## config.mk

```make
export PLATFORM = sky130hd
export DESIGN_NAME = swo_uart_tx
export DESIGN_NICKNAME = d
export VERILOG_FILES = /design/src/rtl/swo_pkg.sv /design/src/rtl/swo_tx_fifo.sv /design/src/rtl/swo_uart_tx.sv
export SDC_FILE = /design/constraint.sdc
export NUM_CORES = 1
export LEC_CHECK = 0
export CELL_PAD_IN_SITES_DETAIL_PLACEMENT = 2
export CELL_PAD_IN_SITES_GLOBAL_PLACEMENT = 2
export CORE_ASPECT_RATIO = 0.9
export CORE_MARGIN = 3
export CORE_UTILIZATION = 30
export CTS_CLUSTER_SIZE = 16
export DETAILED_ROUTE_END_ITERATION = 10
export PLACE_DENSITY_LB_ADDON = 0.15
export SLEW_MARGIN = 40
export SYNTH_ARGS = -nofsm -noshare
export SYNTH_HDL_FRONTEND = slang
export SYNTH_SLANG_ARGS = --single-unit
```

## constraint.sdc

```tcl
create_clock -name CLK -period 3.2 [get_ports CLK]
set_input_delay 0.64 -clock CLK [delete_from_list [all_inputs] [get_ports CLK]]
set_output_delay 0.64 -clock CLK [all_outputs]
set_load 0.005 [all_outputs]
```

## src/rtl/swo_pkg.sv

```systemverilog
// Shared types and constants for the SWO/NRZ bench transmitter.
package swo_pkg;

  typedef enum logic [2:0] {
    IDLE,
    START,
    DATA,
    STOP,
    GAP
  } swo_state_e;

  // Console characters the capture gadget gives special meaning to
  localparam logic [7:0] SWO_CHAR_CR  = 8'h0D;
  localparam logic [7:0] SWO_CHAR_LF  = 8'h0A;
  localparam logic [7:0] SWO_CHAR_EOT = 8'h04;

  // Start bit plus eight data bits; stop bits are counted separately
  localparam int SWO_FRAME_BITS = 9;

endpackage

```

## src/rtl/swo_tx_fifo.sv

```systemverilog
// Byte FIFO feeding the frame serialiser. Pointers carry one extra MSB so
// full and empty can be told apart without a separate counter.
module swo_tx_fifo #(
  parameter int DEPTH = 8
) (
  input  logic                     CLK,
  input  logic                     RESETn,
  input  logic                     push,
  input  logic                     pop,
  input  logic [7:0]               din,
  output logic [7:0]               dout,
  output logic [$clog2(DEPTH):0]   level,
  output logic                     full,
  output logic                     empty
);

  localparam int AW = $clog2(DEPTH);

  logic [7:0]  mem [DEPTH];
  logic [AW:0] wr_ptr, rd_ptr;
  logic        do_push, do_pop;

  assign do_push = push & ~full;
  assign do_pop  = pop & ~empty;

  assign empty = (wr_ptr == rd_ptr);
  assign full  = (wr_ptr[AW] != rd_ptr[AW]) && (wr_ptr[AW-1:0] == rd_ptr[AW-1:0]);
  assign level = wr_ptr - rd_ptr;
  // Read is from storage only: a byte written on an edge is visible after it
  assign dout  = mem[rd_ptr[AW-1:0]];

  // Storage write; contents need no reset because pointers gate visibility
  always_ff @(posedge CLK) begin
    if (do_push) mem[wr_ptr[AW-1:0]] <= din;
  end

  // Pointer update, wrapping naturally through the extra MSB
  always_ff @(posedge CLK or negedge RESETn) begin
    if (!RESETn) begin
      wr_ptr <= '0;
      rd_ptr <= '0;
    end else begin
      if (do_push) wr_ptr <= wr_ptr + 1'b1;
      if (do_pop)  rd_ptr <= rd_ptr + 1'b1;
    end
  end

endmodule

```

## src/rtl/swo_uart_tx.sv

```systemverilog
// Bench-side SWO transmitter: queues bytes and serialises them as 8N1-style
// NRZ frames at one bit per CLK, LSB first, with optional extra stop bits
// and idle gap between frames.
module swo_uart_tx
  import swo_pkg::*;
#(
  parameter int FIFO_DEPTH = 8,
  parameter int STOP_BITS  = 1,
  parameter int IDLE_GAP   = 0
) (
  input  logic                          CLK,
  input  logic                          RESETn,
  input  logic                          ENABLE,
  input  logic                          IN_VALID,
  output logic                          IN_READY,
  input  logic [7:0]                    IN_DATA,
  output logic                          SWO,
  output logic                          BUSY,
  output logic [$clog2(FIFO_DEPTH):0]   FIFO_LEVEL,
  output logic [15:0]                   FRAMES_SENT
);

  localparam logic [2:0]  DATA_LAST = 3'(SWO_FRAME_BITS - 2);
  localparam logic [15:0] STOP_LAST = 16'(STOP_BITS - 1);
  localparam logic [15:0] GAP_LAST  = 16'((IDLE_GAP > 0) ? IDLE_GAP - 1 : 0);

  swo_state_e  state;
  logic [7:0]  shift;
  logic [2:0]  bit_cnt;
  logic [15:0] cnt;
  logic        swo_q;
  logic [15:0] frames;

  logic        push, pop, full, empty, can_start, stop_last, gap_last, decide;
  logic [7:0]  head;

  assign push      = IN_VALID & IN_READY;
  assign can_start = ENABLE & ~empty;
  assign stop_last = (state == STOP) && (cnt == STOP_LAST);
  assign gap_last  = (state == GAP) && (cnt == GAP_LAST);
  // Points where a new frame may be launched straight from the FIFO head
  assign decide    = (state == IDLE) || (stop_last && (IDLE_GAP == 0)) || gap_last;
  assign pop       = decide & can_start;

  swo_tx_fifo #(.DEPTH(FIFO_DEPTH)) u_fifo (
    .CLK    (CLK),
    .RESETn (RESETn),
    .push   (push),
    .pop    (pop),
    .din    (IN_DATA),
    .dout   (head),
    .level  (FIFO_LEVEL),
    .full   (full),
    .empty  (empty)
  );

  assign IN_READY    = ~full;
  assign SWO         = swo_q;
  assign BUSY        = (state != IDLE) || ~empty;
  assign FRAMES_SENT = frames;

  // Frame FSM: every SWO level is registered here, so the line never glitches
  always_ff @(posedge CLK or negedge RESETn) begin
    if (!RESETn) begin
      state   <= IDLE;
      shift   <= '0;
      bit_cnt <= '0;
      cnt     <= '0;
      swo_q   <= 1'b1;
      frames  <= '0;
    end else begin
      case (state)
        IDLE: begin
          swo_q <= 1'b1;
          if (pop) begin
            shift <= head;
            swo_q <= 1'b0;
            state <= START;
          end
        end
        START: begin
          swo_q   <= shift[0];
          shift   <= shift >> 1;
          bit_cnt <= '0;
          state   <= DATA;
        end
        DATA: begin
          if (bit_cnt == DATA_LAST) begin
            swo_q <= 1'b1;
            cnt   <= '0;
            state <= STOP;
          end else begin
            swo_q   <= shift[0];
            shift   <= shift >> 1;
            bit_cnt <= bit_cnt + 1'b1;
          end
        end
        STOP: begin
          if (stop_last) begin
            frames <= frames + 1'b1;
            cnt    <= '0;
            if (IDLE_GAP > 0) begin
              swo_q <= 1'b1;
              state <= GAP;
            end else if (pop) begin
              shift <= head;
              swo_q <= 1'b0;
              state <= START;
            end else begin
              swo_q <= 1'b1;
              state <= IDLE;
            end
          end else begin
            cnt <= cnt + 1'b1;
          end
        end
        GAP: begin
          if (gap_last) begin
            cnt <= '0;
            if (pop) begin
              shift <= head;
              swo_q <= 1'b0;
              state <= START;
            end else begin
              swo_q <= 1'b1;
              state <= IDLE;
            end
          end else begin
            cnt <= cnt + 1'b1;
          end
        end
        default: begin
          swo_q <= 1'b1;
          state <= IDLE;
        end
      endcase
    end
  end

endmodule

```

# --- Word-level counts from Yosys, hierarchy flattened ---
# Memory sizes are Yosys's and may differ from the RTL's.
# Index checks and enable logic that the tools add are counted.
word_totals:
  reg_bits: 55
  latchBits: 0
  ram_bits: 64
  romBits: 0
  wordCells: 77
  memories: 1
memory_table:
  columns: ["name", "words", "width", "read_ports", "rd_clocked_by_memory_dff", "wr", "line_no", "text"]
  rows:
  - ["u_fifo.mem", 8, 8, 1, 0, 1, "swo_tx_fifo.sv:19", "logic [7:0] mem [DEPTH];"]
op_classes:
  add_sub_neg: 6
  n_mul: 0
  div: 0
  n_lt_le_gt_ge: 0
  eq_ne: 13
  shift: 0
  mux: 24
  n_bitwise: 7
  reduce_logical: 18
op_table:
  columns: ["cell", "n"]
  rows:
  - ["16-bit two-way mux", 3]
  - ["16-bit case mux with 3 select lines", 1]
  - ["8-bit case mux with 5 select lines", 1]
  - ["16-bit by 1-bit adder with 16-bit output, second input constant", 2]
  - ["8-bit two-way mux", 4]
  - ["16-bit logical NOT", 1]
  - ["3-bit two-way mux", 5]
  - ["3-bit case mux with 5 select lines", 1]
  - ["4-bit by 1-bit adder with 4-bit output, second input constant", 2]
  - ["2-bit != test, second input constant", 4]
  - ["2-bit AND reduction", 4]
  - ["4-bit AND reduction", 2]
  - ["1-bit two-way mux", 7]
  - ["3-bit by 2-bit == test with 1-bit output, second input constant", 2]
  - ["3-bit == test, second input constant", 2]
  - ["3-bit case mux with 2 select lines", 1]
  - ["3-bit nonzero test", 2]
  - ["1-bit bitwise AND", 5]
  - ["1-bit case mux with 5 select lines", 1]
  - ["5-bit nonzero test", 1]
  - ["4-bit == test", 1]
  - ["4-bit subtractor", 1]
  - ["3-bit by 1-bit adder with 3-bit output, second input constant", 1]
  - ["3-bit by 1-bit == test with 1-bit output, second input constant", 1]
  - ["8 further kinds", 13]

# --- Longest topological paths before layout ---
# Gate-level depths: netlist of run 1.
depth:
  word_depth: 8
  ltp_mapped: 10
  ltp_nobuf: 7

# --- By module ---
# A second synthesis of run 1 with hierarchy kept.
unflattened:
  hier_cells: 411
  hier_area_um2: 5592.9
modules_own_cells:
  columns: ["module", "n_inst", "cells_each", "area_per_inst_um2"]
  rows:
  - ["swo_tx_fifo", 1, 167, 2990.4]
  - ["swo_uart_tx", 1, 244, 2602.5]

# --- Least setup slack after synthesis of run 1 ---
# OpenSTA, ideal clock, no wires.
synth_path:
  path_type: "register -> register"
  startpoint: "reg u_fifo.rd_ptr[1]"
  endpoint: "mem u_fifo.mem[0][0], enable pin"
  setup_ps: 383
  arrival_ps: 2574
  path_slack_ps: 242
  stages_incl_launch_ff: 10
  n_path_buf: 2
  cell_sequence: "dfrtp_1 > clkbuf_1 > clkbuf_1 > inv_1 > ha_1 > nand3_1 > nand2b_1 > and2_1 > nand2_1 > nor3_1"
synth_via:
  elab_chain_cells: 7
synth_lines:
  columns: ["item", "line_no", "text"]
  rows:
  - ["start, declared", "swo_tx_fifo.sv:20", "logic [AW:0] wr_ptr, rd_ptr;"]
  - ["start signal, assigned", "swo_tx_fifo.sv:44", "if (do_pop) rd_ptr <= rd_ptr + 1'b1;"]
  - ["3-bit == test *", "swo_tx_fifo.sv:27", "assign full = (wr_ptr[AW] != rd_ptr[AW]) && (wr_ptr[AW-1:0] == rd_ptr[AW-1:0]);"]
  - ["1-bit logical AND *", "swo_tx_fifo.sv:27", null]
  - ["1-bit inverter *", "swo_uart_tx.sv:57", "assign IN_READY = ~full;"]
  - ["net IN_READY", "swo_uart_tx.sv:15", "output logic IN_READY,"]
  - ["1-bit bitwise AND", "swo_uart_tx.sv:37", "assign push = IN_VALID & IN_READY;"]
  - ["1-bit bitwise AND *", "swo_tx_fifo.sv:23", "assign do_push = push & ~full;"]
  - ["1-bit two-way mux *", "swo_tx_fifo.sv:34", "if (do_push) mem[wr_ptr[AW-1:0]] <= din;"]
  - ["1-bit two-way mux (not written as such) *", "swo_tx_fifo.sv:34", null]
  - ["end, declared", "swo_tx_fifo.sv:19", null]
# Mark *: on every way through the listed nets, which the timed path passes. The rest lies on a longest branch.

# --- Worst setup path in the final report of run 1 ---
layout_path:
  startpoint: "reg u_fifo.rd_ptr[0]"
  endpoint: "out FIFO_LEVEL[2]"
layout_via:
  elab_chain_cells: 1
layout_lines:
  columns: ["item", "line_no", "text"]
  rows:
  - ["4-bit subtractor", "swo_tx_fifo.sv:28", "assign level = wr_ptr - rd_ptr;"]
  - ["end, declared", "swo_uart_tx.sv:19", "output logic [$clog2(FIFO_DEPTH):0] FIFO_LEVEL,"]
# Every way passes these cells.

==> summary.txt, run 1 <==
Drt
  • Via Count: 3337
  • Routed WL per cell: about 18 um
  • Vias per cell: around 4.7
  • DR pass1 iterations: 4
  • Final ANT Viol Nets: 0
  • Drc violations: 0
  • Drt initial violations: between 150 and 200
  • Drt total wl: 12700 um

Logic synthesis
  • Synth Net Count: approximately 430
  • Syn. warnings: 0
  • Avg Cell Area, Syn: 13.1 um^2
  • #FFs+latches synth: approximately 120
  • Synth Instances: a little over 400
  • Most common flop cell mapped by yosys: edfxtp_1
  • Post-Synthesis Cell Area: around 5300 um^2
  • Number of synthesized flops with an enable pin: 64
  • Synth unique cells: 45
  • FFs w/ async S/R, synth: around 46%
  • Register area share after synthesis: between 60% and 70%

Die
  • Die height: 132 um
  • Ports: 35
  • Die ar.: between 15000 and 20000 um^2
  • Die Width: about 150 um
  • CORE AREA: roughly 17000 um^2
  • Row cnt: 45
  • Starting Density: between 30 and 40%

Pwr
  • Pwr Total: ~6300 uW
  • Maximum vdd drop: 0.000466 V
  • Leakage: ~0.0026 uW
  • Pwr dens: just under 1000 nW/um^2

Finish
  • Most frequent cells in the layout: 64 x edfxtp_1, 52 x dfrtp_1, 34 x nand2_1
  • Design Area, Final: 6570 um^2
  • Antenna cells: 0
  • Fill count: 1714
  • Layout Utilization: about two fifths
  • Final cell count without fillers: roughly 710
  • Count of nets after finishing: between 400 and 500
  • Layout cells sized above 1: roughly 16%
  • Leading cell type in the layout, fill and taps excluded: edfxtp_1
  • Area growth syn-to-layout: 24.1%

Clocking
  • # Post-CTS Setup Buffers: 0
  • CTS tree: built
  • Clk buf depth: 2
  • CTS Root Cell: clkbuf_16
  • H-tree levels: 4
  • Cts repair resizes: 0
  • Hold_buf cts: 0
  • CTS sink count: 118
  • Worst skew pair latency: around 0.42 ns
  • Reg clk slew, reported paths: about 0.06 ns
  • TritonCTS buffer count: 17

Critical path
  • Worst r2r dst: shift[5]
  • Worst-path cell chain: ha_1 -> fa_1 -> xnor2_1 -> clkdlybuf4s50_1
  • Worst Path Required: 2.56 ns
  • CP max stage cell: clkdlybuf4s50_1
  • R2R Path Start: cnt[0]
  • Critical path endpoint category: output pin
  • Worst R2R Path Depth: 7
  • Worst setup path class: flip-flop to output pin
  • R2R Setup Slk: between 0.4 and 0.5 ns
  • CP arrival: 2.34 ns
  • Nature of the critical path startpoint: flip-flop
  • Highest fanout seen on the critical path: 9
  • CP max stage delay: approximately 0.55 ns

Global routing
  • Largest net degree at the start of global routing: between 50 and 60
  • GRT Util Overall: about 14%
  • Initial antenna violation count: 0
  • Vias in the first global route: around 3800
  • GRT overflow: 0
  • Global-route wire length before repair: about 22000 um

Timing
  • Final Hold Vio Count: 0
  • Post-route minimum period: about 3 ns
  • Fmax: 0.336 GHz
  • Worst slew pin tran: 0.684 ns
  • Final Max Tran Viols: 0
  • Final worst-path cycle share: 93.1%
  • Setup TNS: 0 ns
  • Slew headroom: between 50% and 60%
  • Final clock skew: between 0.01 and 0.015 ns
  • Setup-failing EPs final: 0
  • RSZ-0062 raised after global routing: false

Placement
  • Placed cell area: 5960 um^2
  • Total placed cells including tap cells: roughly 670
  • IO Port Bufs: 34
  • Post-DP HPWL: ~8500 um
  • Final Wtd Congestion: 0.739

Outcome
  • Status: complete, no violations

Job
  • Maxcap violations: 0

Worst hold path
  • Hold WC Path Type: primary input to async pin
critical path: cells and delay by family, from the launching register on:
kind | cells | cell delay [ns]
xor+xnor | 1 | 0.24
fa+ha+maj | 2 | 0.65
flops | 1 | 0.49
buf+inv | 1 | 0.55
registers in the layout, indices dropped and copies added, names as in the netlist:
| name | cells |
|---|---|
| shift | 8 |
| u_fifo.wr_ptr | 4 |
| u_fifo.rd_ptr | 4 |
| FRAMES_SENT | 16 |
| state | 2 |
| bit_cnt | 3 |
| cnt | 16 |
| SWO | 1 |
| u_fifo.mem | 64 |
per-stage QoR:
stage          worst slack (ns)  hold slack (ns)
2_1_floorplan             0.242            0.344
3_3_place_gp              0.476            0.466
3_5_place_dp              0.404            0.465
4_1_cts                  0.0895            0.395
5_1_grt                  0.0627            0.317
6_report                  0.220            0.286
report_power, final:
part / internal (uW) / leakage (uW) / switching [uW]
registers: 1920 / 0.00129 / 217
clock network: 1180 / 0.000296 / 779
logic: 1080 / 0.00101 / 1170
how the worst max path moves through the flow:
stage	from	to	slack [ns]	depth (start not counted)
2_1_floorplan	u_fifo.rd_ptr[1]	u_fifo.mem[0][0]	0.24	9
3_5_place_dp	cnt[0]	shift[5]	0.40	7
5_1_grt	u_fifo.rd_ptr[1]	FIFO_LEVEL[3]	0.06	6
6_report	u_fifo.rd_ptr[0]	FIFO_LEVEL[2]	0.22	4
3_3_place_gp	cnt[0]	shift[3]	0.48	7
4_1_cts	u_fifo.rd_ptr[0]	FIFO_LEVEL[2]	0.09	4
cell usage after synthesis (2+ instances only):
cell type  number  area [um^2]
ha_1           14          175
nor2_1         26         97.6
o21a_1          3         22.5
xnor2_1        22          193
nand2b_1        3         18.8
mux2i_1        16          160
inv_1          22         82.6
nor4b_1         2         17.5
clkbuf_1       11         41.3
o22ai_1         5         31.3
nand3_1        12         60.1
xor2_1         13          114
nor4_1          2         12.5
nor3_1          7         35.0
mux2_2         17          191
nand2_1        34          128
a21oi_1         6         30.0
o21ai_0        11         55.1
dfrtp_1        53         1330
or4_1           2         15.0
a22oi_1         9         67.6
and3_1          3         18.8
nand4_1         9         56.3
o221ai_1        7         61.3
mux2_4          7          105
buf_6           2         22.5
mux4_2          2         45.0
nor2b_1         3         18.8
and2_1          2         12.5
edfxtp_1       64         1920
and4_1          2         17.5
cell families (layout without fill, tap and decap cells):
family	Yosys count	after routing	share of synthesized area [%]
DFF	118	118	61.8
buffers and inverters	36	102	2.84
xor gates and xnor gates	35	35	5.79
AOI/OAI and AO/OA	48	48	6.19
adders and majority gates	15	15	3.69
muxes	42	42	9.48
and+or+nand+nor	111	111	10.2
per-layer routing:
layer	global-route usage, %	part of all wire (%)	vias up
met3	3.51	2.5	10
met1	20.9	52	1706
met4	4.55	0.99	0
met2	20.8	45	33
met5	0	0	-
li1	-	-	1588
area by class of cell:
class / count / area (um^2) / share of cell area (%)
Tap cell: 235 / 294 / 4.47
Timing Repair Buffer: 48 / 444 / 6.76
Clock inverter: 15 / 180 / 2.74
Inverter: 22 / 82.6 / 1.26
Clock buffer: 17 / 425 / 6.47
Multi-Input combinational cell: 251 / 1870 / 28.5
Sequential cell: 118 / 3280 / 49.8
No activity file was read; power rests on OpenSTA's default activity.
==> inputs of run 2 (changes only) <==
--- a/config.mk
+++ b/config.mk
@@ -9,10 +9,11 @@
 export CELL_PAD_IN_SITES_GLOBAL_PLACEMENT = 2
 export CORE_ASPECT_RATIO = 0.9
 export CORE_MARGIN = 3
-export CORE_UTILIZATION = 30
+export CORE_UTILIZATION = 34
 export CTS_CLUSTER_SIZE = 16
 export DETAILED_ROUTE_END_ITERATION = 10
 export PLACE_DENSITY_LB_ADDON = 0.15
+export SETUP_SLACK_MARGIN = 0.05
 export SLEW_MARGIN = 40
 export SYNTH_ARGS = -nofsm -noshare
 export SYNTH_HDL_FRONTEND = slang
==> summary.txt, run 2 (synthesis gave the netlist of run 1 again) <==
Timing
  • Setup-failing EPs final: 0
  • Setup TNS: 0 ns
  • Fmax: about 0.33 GHz
  • Post-route minimum period: 3.02 ns
  • Final clock skew: ~0.0091 ns
  • RSZ-0062 raised after global routing: false
  • Final hold slack: ~0.22 ns
  • Worst slew pin tran: ~0.68 ns
  • Final Hold Vio Count: 0
  • Final Max Tran Viols: 0
  • Final worst-path cycle share: 94.3%
  • Slew headroom: 54.4%

Clocking
  • CTS tree: built
  • Worst skew pair latency: between 0.4 and 0.5 ns
  • Clk buf depth: 2
  • CTS Root Cell: clkbuf_16
  • CTS sink count: about 120
  • H-tree levels: 4
  • TritonCTS buffer count: 17
  • Reg clk slew, reported paths: about 0.070 ns

Critical path
  • Critical path endpoint category: output pin
  • R2R Setup Slk: 0.42 ns
  • Worst Path Required: approximately 2.6 ns
  • Highest fanout seen on the critical path: 4
  • CP max stage delay: between 0.5 and 0.6 ns
  • Worst r2r dst: shift[2]
  • CP max stage cell: clkdlybuf4s50_1
  • Bufs and invs on worst path: 3
  • R2R Path Start: cnt[0]
  • CP top delay family: buffers and inverters
  • Most used cell, CP: inv_1
  • Worst R2R Path Depth: 7
  • Nature of the critical path startpoint: flip-flop
  • Worst setup path class: flip-flop to output pin
  • CP arrival: roughly 2.4 ns
  • Worst-path cell chain: inv_1 -> ha_2 -> inv_1 -> a21o_1 -> a21oi_1 -> xor2_1 -> clkdlybuf4s50_1

Placement
  • IO Port Bufs: 34
  • Final Wtd Congestion: just over 0.7
  • Post-DP HPWL: 8800 um
  • Total placed cells including tap cells: approximately 640

Outcome
  • Status: complete, no violations

Drt
  • DR pass1 iterations: 4
  • Via Count: about 3400
  • Drc violations: 0
  • Final ANT Viol Nets: 0
  • Drt total wl: around 13000 um
  • Routed WL per cell: between 15 and 20 um
  • Drt initial violations: 171
  • Vias per cell: between 4 and 5

Finish
  • Leading cell type in the layout, fill and taps excluded: edfxtp_1
  • Most frequent cells in the layout: 64 x edfxtp_1, 51 x dfrtp_1, 34 x nand2_1
  • Max reg flops: 64
  • Area growth syn-to-layout: 23.7%
  • Layout cells sized above 1: between 10% and 20%
  • Final cell count without fillers: 672
  • Count of nets after finishing: approximately 490
  • Fill count: 1472
  • Antenna cells: 0

Global routing
  • Met2 Usage GRT: a little under a quarter
  • Vias in the first global route: around 3700
  • GR peak layer: met1
  • GRT overflow: 0
  • Met3 usage: between 4 and 5%
  • Global-route wire length before repair: 21200 um
  • Largest net degree at the start of global routing: 44
  • GR met1 Demand/Resource: between 20% and 30%
  • Initial antenna violation count: 0
  • GRT Util Overall: roughly 16%

Die
  • Ports: 35
  • CORE AREA: about 15000 um^2
  • Row cnt: 42
  • Die ar.: roughly 17000 um^2
  • Starting Density: roughly 35%
  • Die Width: between 100 and 150 um
  • Die height: between 100 and 150 um

Pwr
  • Leakage: 0.00261 uW
  • Pwr Total: about 6400 uW
  • Pwr dens: roughly 1000 nW/um^2
  • Maximum vdd drop: between 0.0007 and 0.0008 V

Job
  • Maxcap violations: 0

Worst hold path
  • Hold WC Path Type: primary input to async pin
[run 2: worst max path at each step]
stage                                 from          endpoint  slack [ns]  cells after the start
final                     u_fifo.wr_ptr[0]     FIFO_LEVEL[3]        0.18                      7
after global placement              cnt[0]          shift[3]        0.44                      7
after CTS                 u_fifo.rd_ptr[0]     FIFO_LEVEL[2]        0.06                      4
after floorplan           u_fifo.rd_ptr[1]  u_fifo.mem[0][0]        0.24                      9
after detailed placement            cnt[0]          shift[2]        0.39                      7
after global routing      u_fifo.wr_ptr[0]     FIFO_LEVEL[3]        0.04                      7
[run 2: layout make-up]
type | instances | area (um^2) | share of cell area, %
flip-flops and latches | 118 | 3280 | 50.0
multi-input cells | 251 | 1870 | 28.6
repair buffers | 51 | 465 | 7.11
clock buffers | 17 | 425 | 6.50
well taps | 198 | 248 | 3.78
clock inverters | 15 | 176 | 2.69
inverters | 22 | 82.6 | 1.26
[run 2: per-layer routing]
metal,part of all wire (%),vias to the layer above,wire length [um]
li1,-,1581,-
met2,46,46,5940
met4,0.94,0,122
met1,50,1717,6440
met5,0,-,0
met3,3.7,9,482
[run 2: metrics by stage]
step	cell area, um^2	worst slack, ns	utilization, %
floorplan	5300	0.242	-
finish	6550	0.181	43.7
detailed placement	5930	0.393	39.6
global route	6550	0.0445	43.7
CTS	6530	0.0595	43.6
global placement	5920	0.444	39.5
[run 2: power breakdown]
part	internal (uW)	total [uW]	switching (uW)
sequential	1920	2130	212
clock	1060	1910	848
combinational	1110	2330	1220
[run 2: repair_timing]
item | in CTS | in global routing
endpoints found under the setup margin | 0 | 2
hold buffers | 0 | 0
buffers inserted | 0 | 2
gates resized for setup | 0 | 3
